$ cat src/rtl/cache_pkg.sv
// Shared types and constants for the two-way write-back data cache.
// The set word is {lru, way1, way0}, and each way is {valid, dirty, tag, data}.
package cache_pkg;

  localparam int LINE_WIDTH = 32;
  localparam int TAG_WIDTH  = 21;
  localparam int SET_SIZE   = 2 * (TAG_WIDTH + LINE_WIDTH + 2) + 1;

  typedef struct packed {
    logic                  valid;
    logic                  dirty;
    logic [TAG_WIDTH-1:0]  tag;
    logic [LINE_WIDTH-1:0] data;
  } way_t;

  typedef struct packed {
    logic lru;
    way_t way1;
    way_t way0;
  } set_t;

  typedef enum logic [1:0] {
    INIT      = 2'd0,
    IDLE      = 2'd1,
    WRITEBACK = 2'd2,
    ALLOCATE  = 2'd3
  } state_t;

  // Return a copy of the set with one way replaced.
  // The LRU bit and the other way are left untouched.
  function automatic set_t set_replace_way(input set_t s, input logic sel, input way_t w);
    set_t r;
    r = s;
    if (sel) begin
      r.way1 = w;
    end else begin
      r.way0 = w;
    end
    return r;
  endfunction

endpackage

$ cat src/rtl/cache_way_cmp.sv
// Tag compare for one way.
// A way hits only when it holds a valid line with a matching tag.
module cache_way_cmp
  import cache_pkg::*;
(
  input  way_t                 way,
  input  logic [TAG_WIDTH-1:0] tag,
  output logic                 hit
);

  logic unused_way_s;

  assign unused_way_s = way.dirty ^ (^way.data);

  // Hit detection for this way
  assign hit = way.valid && (way.tag == tag);

endmodule

$ cat src/rtl/dcache_controller.sv
// Two-way set-associative, write-back, write-allocate data-cache controller.
// Define CACHE_STATS_EN to add the hit_count and miss_count statistics outputs.
// The set SRAM is read combinationally and written on the rising edge.
// Misses evict the LRU way: a dirty victim is written back first,
// then the line is refilled.
module dcache_controller
  import cache_pkg::*;
#(
  parameter int ADDR_WIDTH       = 32,
  parameter int DATA_WIDTH       = 32,
  parameter int CACHE_ADDR_WIDTH = 9
) (
  input  logic                        clk,
  input  logic                        rst,
  input  logic                        cpu_re,
  input  logic                        cpu_we,
  input  logic [ADDR_WIDTH-1:0]       cpu_addr,
  input  logic [DATA_WIDTH-1:0]       cpu_wdata,
  output logic [DATA_WIDTH-1:0]       cpu_rdata,
  output logic                        stall,
  output logic [CACHE_ADDR_WIDTH-1:0] sram_addr,
  output logic                        sram_re,
  output logic                        sram_we,
  output logic [SET_SIZE-1:0]         sram_wd,
  input  logic [SET_SIZE-1:0]         sram_rd,
  output logic                        mem_req,
  output logic                        mem_we,
  output logic [ADDR_WIDTH-1:0]       mem_addr,
  output logic [DATA_WIDTH-1:0]       mem_wdata,
  input  logic                        mem_ready,
  input  logic [DATA_WIDTH-1:0]       mem_rdata
`ifdef CACHE_STATS_EN
  ,
  output logic [31:0]                 hit_count,
  output logic [31:0]                 miss_count
`endif
);

  state_t                      state_r, state_nxt_s;
  logic [CACHE_ADDR_WIDTH-1:0] init_cnt_r;
  logic                        victim_way_r;
  logic [TAG_WIDTH-1:0]        req_tag_r;
  logic [CACHE_ADDR_WIDTH-1:0] req_idx_r;
  logic [TAG_WIDTH-1:0]        victim_tag_r;
  logic [LINE_WIDTH-1:0]       victim_data_r;

  set_t                        rd_set_s;
  set_t                        wr_set_s;
  way_t                        victim_s;
  way_t                        fill_way_s;
  logic [TAG_WIDTH-1:0]        req_tag_s;
  logic [CACHE_ADDR_WIDTH-1:0] req_idx_s;
  logic                        hit0_s, hit1_s;
  logic                        cpu_access_s;
  logic                        hit_s;
  logic                        miss_s;
  logic                        fill_done_s;
  logic                        unused_addr_s;

  assign rd_set_s      = set_t'(sram_rd);
  assign req_tag_s     = cpu_addr[ADDR_WIDTH-1 -: TAG_WIDTH];
  assign req_idx_s     = cpu_addr[CACHE_ADDR_WIDTH+1:2];
  assign cpu_access_s  = cpu_re | cpu_we;
  assign victim_s      = rd_set_s.lru ? rd_set_s.way1 : rd_set_s.way0;
  assign unused_addr_s = ^cpu_addr[1:0];

  assign fill_way_s = '{valid: 1'b1, dirty: 1'b0, tag: req_tag_r, data: mem_rdata};

  cache_way_cmp u_cmp_way0 (
    .way (rd_set_s.way0),
    .tag (req_tag_s),
    .hit (hit0_s)
  );

  cache_way_cmp u_cmp_way1 (
    .way (rd_set_s.way1),
    .tag (req_tag_s),
    .hit (hit1_s)
  );

  // Next-state and output decode; reset forces every output to its quiet value
  always_comb begin
    state_nxt_s = state_r;
    stall       = 1'b1;
    cpu_rdata   = '0;
    sram_addr   = req_idx_r;
    sram_re     = 1'b0;
    sram_we     = 1'b0;
    sram_wd     = '0;
    mem_req     = 1'b0;
    mem_we      = 1'b0;
    mem_addr    = '0;
    mem_wdata   = '0;
    wr_set_s    = rd_set_s;
    hit_s       = 1'b0;
    miss_s      = 1'b0;
    fill_done_s = 1'b0;
    if (rst) begin
      state_nxt_s = INIT;
    end else begin
      case (state_r)
        INIT: begin
          sram_we   = 1'b1;
          sram_addr = init_cnt_r;
          sram_wd   = '0;
          if (init_cnt_r == {CACHE_ADDR_WIDTH{1'b1}}) begin
            state_nxt_s = IDLE;
          end else begin
            state_nxt_s = INIT;
          end
        end
        IDLE: begin
          sram_re   = 1'b1;
          sram_addr = req_idx_s;
          if (!cpu_access_s) begin
            stall = 1'b0;
          end else if (hit0_s || hit1_s) begin
            // The hit way becomes most recently used, so LRU points at the other way
            stall = 1'b0;
            hit_s = 1'b1;
            if (hit0_s) begin
              wr_set_s.lru = 1'b1;
              if (cpu_we) begin
                wr_set_s.way0.data  = cpu_wdata;
                wr_set_s.way0.dirty = 1'b1;
              end else begin
                cpu_rdata = rd_set_s.way0.data;
              end
            end else begin
              wr_set_s.lru = 1'b0;
              if (cpu_we) begin
                wr_set_s.way1.data  = cpu_wdata;
                wr_set_s.way1.dirty = 1'b1;
              end else begin
                cpu_rdata = rd_set_s.way1.data;
              end
            end
            sram_we = 1'b1;
            sram_wd = wr_set_s;
          end else begin
            miss_s = 1'b1;
            if (victim_s.valid && victim_s.dirty) begin
              state_nxt_s = WRITEBACK;
            end else begin
              state_nxt_s = ALLOCATE;
            end
          end
        end
        WRITEBACK: begin
          mem_req   = 1'b1;
          mem_we    = 1'b1;
          mem_addr  = {victim_tag_r, req_idx_r, 2'b00};
          mem_wdata = victim_data_r;
          if (mem_ready) begin
            state_nxt_s = ALLOCATE;
          end else begin
            state_nxt_s = WRITEBACK;
          end
        end
        ALLOCATE: begin
          // Read the set back so the untouched way and LRU survive the fill write
          sram_re   = 1'b1;
          sram_addr = req_idx_r;
          mem_req   = 1'b1;
          mem_addr  = {req_tag_r, req_idx_r, 2'b00};
          if (mem_ready) begin
            wr_set_s    = set_replace_way(rd_set_s, victim_way_r, fill_way_s);
            sram_we     = 1'b1;
            sram_wd     = wr_set_s;
            fill_done_s = 1'b1;
            state_nxt_s = IDLE;
          end else begin
            state_nxt_s = ALLOCATE;
          end
        end
        default: begin
          state_nxt_s = INIT;
        end
      endcase
    end
  end

  // State register and INIT sweep counter
  always_ff @(posedge clk) begin
    if (rst) begin
      state_r    <= INIT;
      init_cnt_r <= '0;
    end else begin
      state_r <= state_nxt_s;
      if (state_r == INIT) begin
        init_cnt_r <= init_cnt_r + {{(CACHE_ADDR_WIDTH-1){1'b0}}, 1'b1};
      end else begin
        init_cnt_r <= init_cnt_r;
      end
    end
  end

  // Capture the request and the victim line when a miss is detected
  always_ff @(posedge clk) begin
    if (rst) begin
      victim_way_r  <= 1'b0;
      req_tag_r     <= '0;
      req_idx_r     <= '0;
      victim_tag_r  <= '0;
      victim_data_r <= '0;
    end else if (miss_s) begin
      victim_way_r  <= rd_set_s.lru;
      req_tag_r     <= req_tag_s;
      req_idx_r     <= req_idx_s;
      victim_tag_r  <= victim_s.tag;
      victim_data_r <= victim_s.data;
    end else begin
      victim_way_r  <= victim_way_r;
      req_tag_r     <= req_tag_r;
      req_idx_r     <= req_idx_r;
      victim_tag_r  <= victim_tag_r;
      victim_data_r <= victim_data_r;
    end
  end

`ifdef CACHE_STATS_EN
  logic replay_r;

  // Hit/miss statistics; the guaranteed hit replaying a refilled request is not counted
  always_ff @(posedge clk) begin
    if (rst) begin
      hit_count  <= 32'd0;
      miss_count <= 32'd0;
      replay_r   <= 1'b0;
    end else begin
      if (hit_s && !replay_r) begin
        hit_count <= hit_count + 32'd1;
      end else begin
        hit_count <= hit_count;
      end
      if (miss_s) begin
        miss_count <= miss_count + 32'd1;
      end else begin
        miss_count <= miss_count;
      end
      if (fill_done_s) begin
        replay_r <= 1'b1;
      end else if (state_r == IDLE) begin
        replay_r <= 1'b0;
      end else begin
        replay_r <= replay_r;
      end
    end
  end
`else
  logic unused_stats_s;

  assign unused_stats_s = hit_s ^ fill_done_s;
`endif

endmodule

$ cat config.mk
export PLATFORM = sky130hd
export DESIGN_NAME = dcache_controller
export DESIGN_NICKNAME = d
export VERILOG_FILES = /design/src/rtl/cache_pkg.sv /design/src/rtl/cache_way_cmp.sv /design/src/rtl/dcache_controller.sv
export SDC_FILE = /design/constraint.sdc
export NUM_CORES = 1
export LEC_CHECK = 0
export BUFFER_PORTS_ARGS = -buffer_cell sky130_fd_sc_hd__buf_2
export CORE_AREA = 4 4 167 169
export DETAILED_ROUTE_END_ITERATION = 12
export DIE_AREA = 0 0 171 173
export GPL_ROUTABILITY_DRIVEN = 0
export PLACE_DENSITY = 0.69
export SLEW_MARGIN = 20
export SYNTH_ARGS = -nofsm -noshare
export SYNTH_HDL_FRONTEND = slang
export SYNTH_SLANG_ARGS = --single-unit
$ cat constraint.sdc
create_clock -name clk -period 3.25 [get_ports clk]
set_input_delay 0.4875 -clock clk [delete_from_list [all_inputs] [get_ports clk]]
set_output_delay 0.4875 -clock clk [all_outputs]
set_load 0.005 [all_outputs]
==> results.yml <==
critical_path:
  cp-start-kind: "input port"
  crit_arrival_ns: 2.74
  path_class: "in -> out"
  crit_path_end_kind: "primary output"
  cp_max_fo: 14
  required_ns: 2.76
floorplanning:
  die_w_um: 171
  ios: 433
  die-area_um2: 29600
  die_h_um: 173
  fp-row-count: 60
  start_util: 0.331
  core_um2: 26600
sta:
  finalWorstSetupSlack_ns: 0.0179
  slew_headroom: 0.506
  worst_pin_slew_ns: 0.740
  setup_viol: 0
  fin_crit_ns: 3.23
  slew_violations: 0
  rsz0062_at_grt: "true"
  hold_slack_ns: 0.360
  fin_crit_sh: 0.995
  hold_viol: 0
  final.setup_skew_ns: 0.00631
  timing.fmax_mhz: 309
synth:
  synth_simple_gate_area_frac: 0.203
  synth-seq-area-share: 0.216
  postSynthCellCount: 1155
  ys_warn_count: 0
  synth-compound-area-share: 0.225
  ys_ff_latch: 95
  muxShareOfSynthArea: 0.241
  synth_cell_types: 40
  async_flop_share: 0
  netlist.area_leader.share: 0.241
  synth_enable_flop_cells: 0
  synthesis.area_um2: 8790
  synth_top_family_by_area: "multiplexers"
  ys.flop_type: "dfxtp_1"
  synth-xor-area-share: 0.0498
  synthTopCellsByArea: "mux2i_1 (24%), dfxtp_1 (22%), nand2_1 (5.8%), o22ai_1 (4.6%), a211oi_1 (4.5%)"
  post_synth.cell_area_avg_um2: 7.61
  synth_top_cell_by_area: "mux2i_1"
  synth_fa_ha_area_frac: 0.00285
drt:
  dr.pass1.iters: 6
  drtIter0Drc: 1120
  vias: 11000
  drc_errors: 0
  via_per_inst: 5.70
  post_drt_wl_per_cell_um: 20.7
  antenna_left: 0
  wirelength_um: 40000
pwr:
  power_density_nw_per_um2: 242
  p_switching_mw: 0.912
  pwr-share-seq: 0.389
  p_int_mw: 2.09
  clkPwrFrac: 0.389
  combPwrFrac: 0.222
  power_leakage_nw: 5.83
  ir_drop_v: 0.000184
  swShare: 0.304
clocking:
  clk_latency_ns: 0.35
  cts_num_sinks: 95
  cts_tree: "done"
  cts_made_buffers: 9
  ctsLongestPathBuffers: 2
  cts-htree-levels: 3
  root_buffer: "clkbuf_16"
  clk_pin_slew_worst_paths_ns: 0.08
final_layout:
  nFillCells: 2656
  regArea_um2: 1910
  nets: 1801
  areaGrowthSynthToFinish_pct: 41.1
  multi_input_area_um2: 6620
  diodes: 0
  drive_gt1_frac: 0.394
grt:
  gr-total-overflow: 0
  grt_usage: 0.251
  grt_pass1_vias: 10600
  grt_pass1_wl_um: 59800
  antenna_found_initial: 0
  grt_max_degree: 65
job:
  cap_violations: 0
place:
  io_buffers: 428
  dp_slack_ns: -0.169
  dpl.hpwl_um: 29900
run_status:
  status: "finished clean"
min_path:
  hp-class: "in -> reg"
-- cell families (layout without fill, tap and decap cells) --
| family | after synthesis | after routing |
|---|---|---|
| buffers and inverters | 121 | 557 |
| XOR/XNOR | 50 | 50 |
| other | 1 | 2 |
| adder cells (fa/ha/maj) | 2 | 2 |
| multiplexers | 212 | 212 |
| AND/OR/NAND/NOR | 369 | 369 |
| AO/OA/AOI/OAI | 305 | 305 |
| flip-flops | 95 | 95 |
-- sequential cells by signal, indices dropped and copies added, names as in the netlist --
register,count
state_r,2
req_tag_r,21
victim_tag_r,21
victim_data_r,32
init_cnt_r,9
req_idx_r,9
victim_way_r,1
-- final cells by class --
type | count | share of cell area
multi-input cells | 940 | 0.534
repair buffers | 536 | 0.251
flip-flops and latches | 95 | 0.154
well taps | 341 | 0.0344
clock buffers | 9 | 0.0182
clock inverters | 7 | 0.00766
inverters | 5 | 0.00151
-- per-stage QoR --
step | total power [mW] | TNS (ns) | cells | utilization | instance area [um2]
after global routing | 3.12 | -0.186 | 1933 | 0.467 | 12400
after detailed placement | 1.82 | -2.59 | 1912 | 0.445 | 11800
after global placement | 1.81 | -2.69 | 1912 | 0.445 | 11800
after floorplan | 1.46 | 0 | 1156 | - | 8800
after CTS | 3.00 | -0.0154 | 1928 | 0.459 | 12200
final | 3.00 | 0 | 1933 | 0.467 | 12400
-- cell usage in the layout, fill, tap and decap left out, drive strengths merged, types with 3 or more instances in the layout --
master / count
xnor2: 40
a22oi: 43
and3: 3
and2: 43
a211oi: 53
inv: 9
o22ai: 65
nand2b: 33
dfxtp: 95
nor3: 4
xor2: 10
mux2i: 212
nand4: 18
clkbuf: 10
a21oi: 96
o21ai: 43
or2: 4
nand2: 137
nand3: 76
or4: 3
nor2: 40
buf: 535
nor4: 3
-- layer usage --
metal  part of all wire  vias to the layer above  global-route usage  wire length [um]
li1                   -                     5067                   -                 -
met1               0.39                     5184               0.309             15800
met2               0.49                      682               0.429             19500
met3              0.082                       94              0.0469              3290
met4              0.035                        0              0.0984              1410
met5                  0                        -                   0                 0
-- power groups by stage --
stage                     clock network (mW)  logic [mW]  registers (mW)
after floorplan                            0       0.260            1.20
after global placement                     0       0.614            1.20
after detailed placement                   0       0.625            1.20
after CTS                               1.20       0.636            1.17
after global routing                    1.24       0.711            1.17
final                                   1.17       0.666            1.17
-- worst max-delay path: stages --
cell and delay [ns]:
buf_2 0.13, xor2_1 0.21, nand4b_1 0.21, or4_4 0.51
or3_4 0.38, buf_12 0.17, buf_8 0.14, mux2i_2 0.14
o22ai_1 0.18, buf_2 0.16
-- synth_stat cells, drive strengths merged, types with 2 or more instances --
cell / number
nor4: 3
buf: 39
and2: 43
nand4: 18
nand2: 137
or4: 3
clkbuf: 77
nand3: 76
inv: 5
xor2: 10
nand4b: 2
a22oi: 43
and3: 3
nand2b: 33
a211oi: 53
o21ai: 43
or2: 4
ha: 2
a21oi: 96
mux2i: 212
nor2: 40
dfxtp: 95
o22ai: 65
xnor2: 40
nor3: 4
-- final timing paths --
path,startpoint,endpoint,slack (ns),cells after the start
worst min register to register,req_idx_r[4],req_idx_r[4],0.49,2
worst min-delay path,cpu_addr[6],req_idx_r[4],0.36,3
worst max register to register,state_r[0],victim_data_r[25],1.23,5
worst max-delay path,cpu_addr[16],sram_wd[17],0.02,10
-- repair_timing --
| item | 4_1_cts | 5_1_grt |
|---|---|---|
| pin swaps | 0 | 2 |
| gates resized for setup | 9 | 22 |
| buffers inserted | 0 | 4 |
| gates cloned | 0 | 1 |
| hold buffers | 0 | 0 |
| endpoints found under the setup margin | 36 | 96 |
No activity file was read; power rests on OpenSTA's default activity.
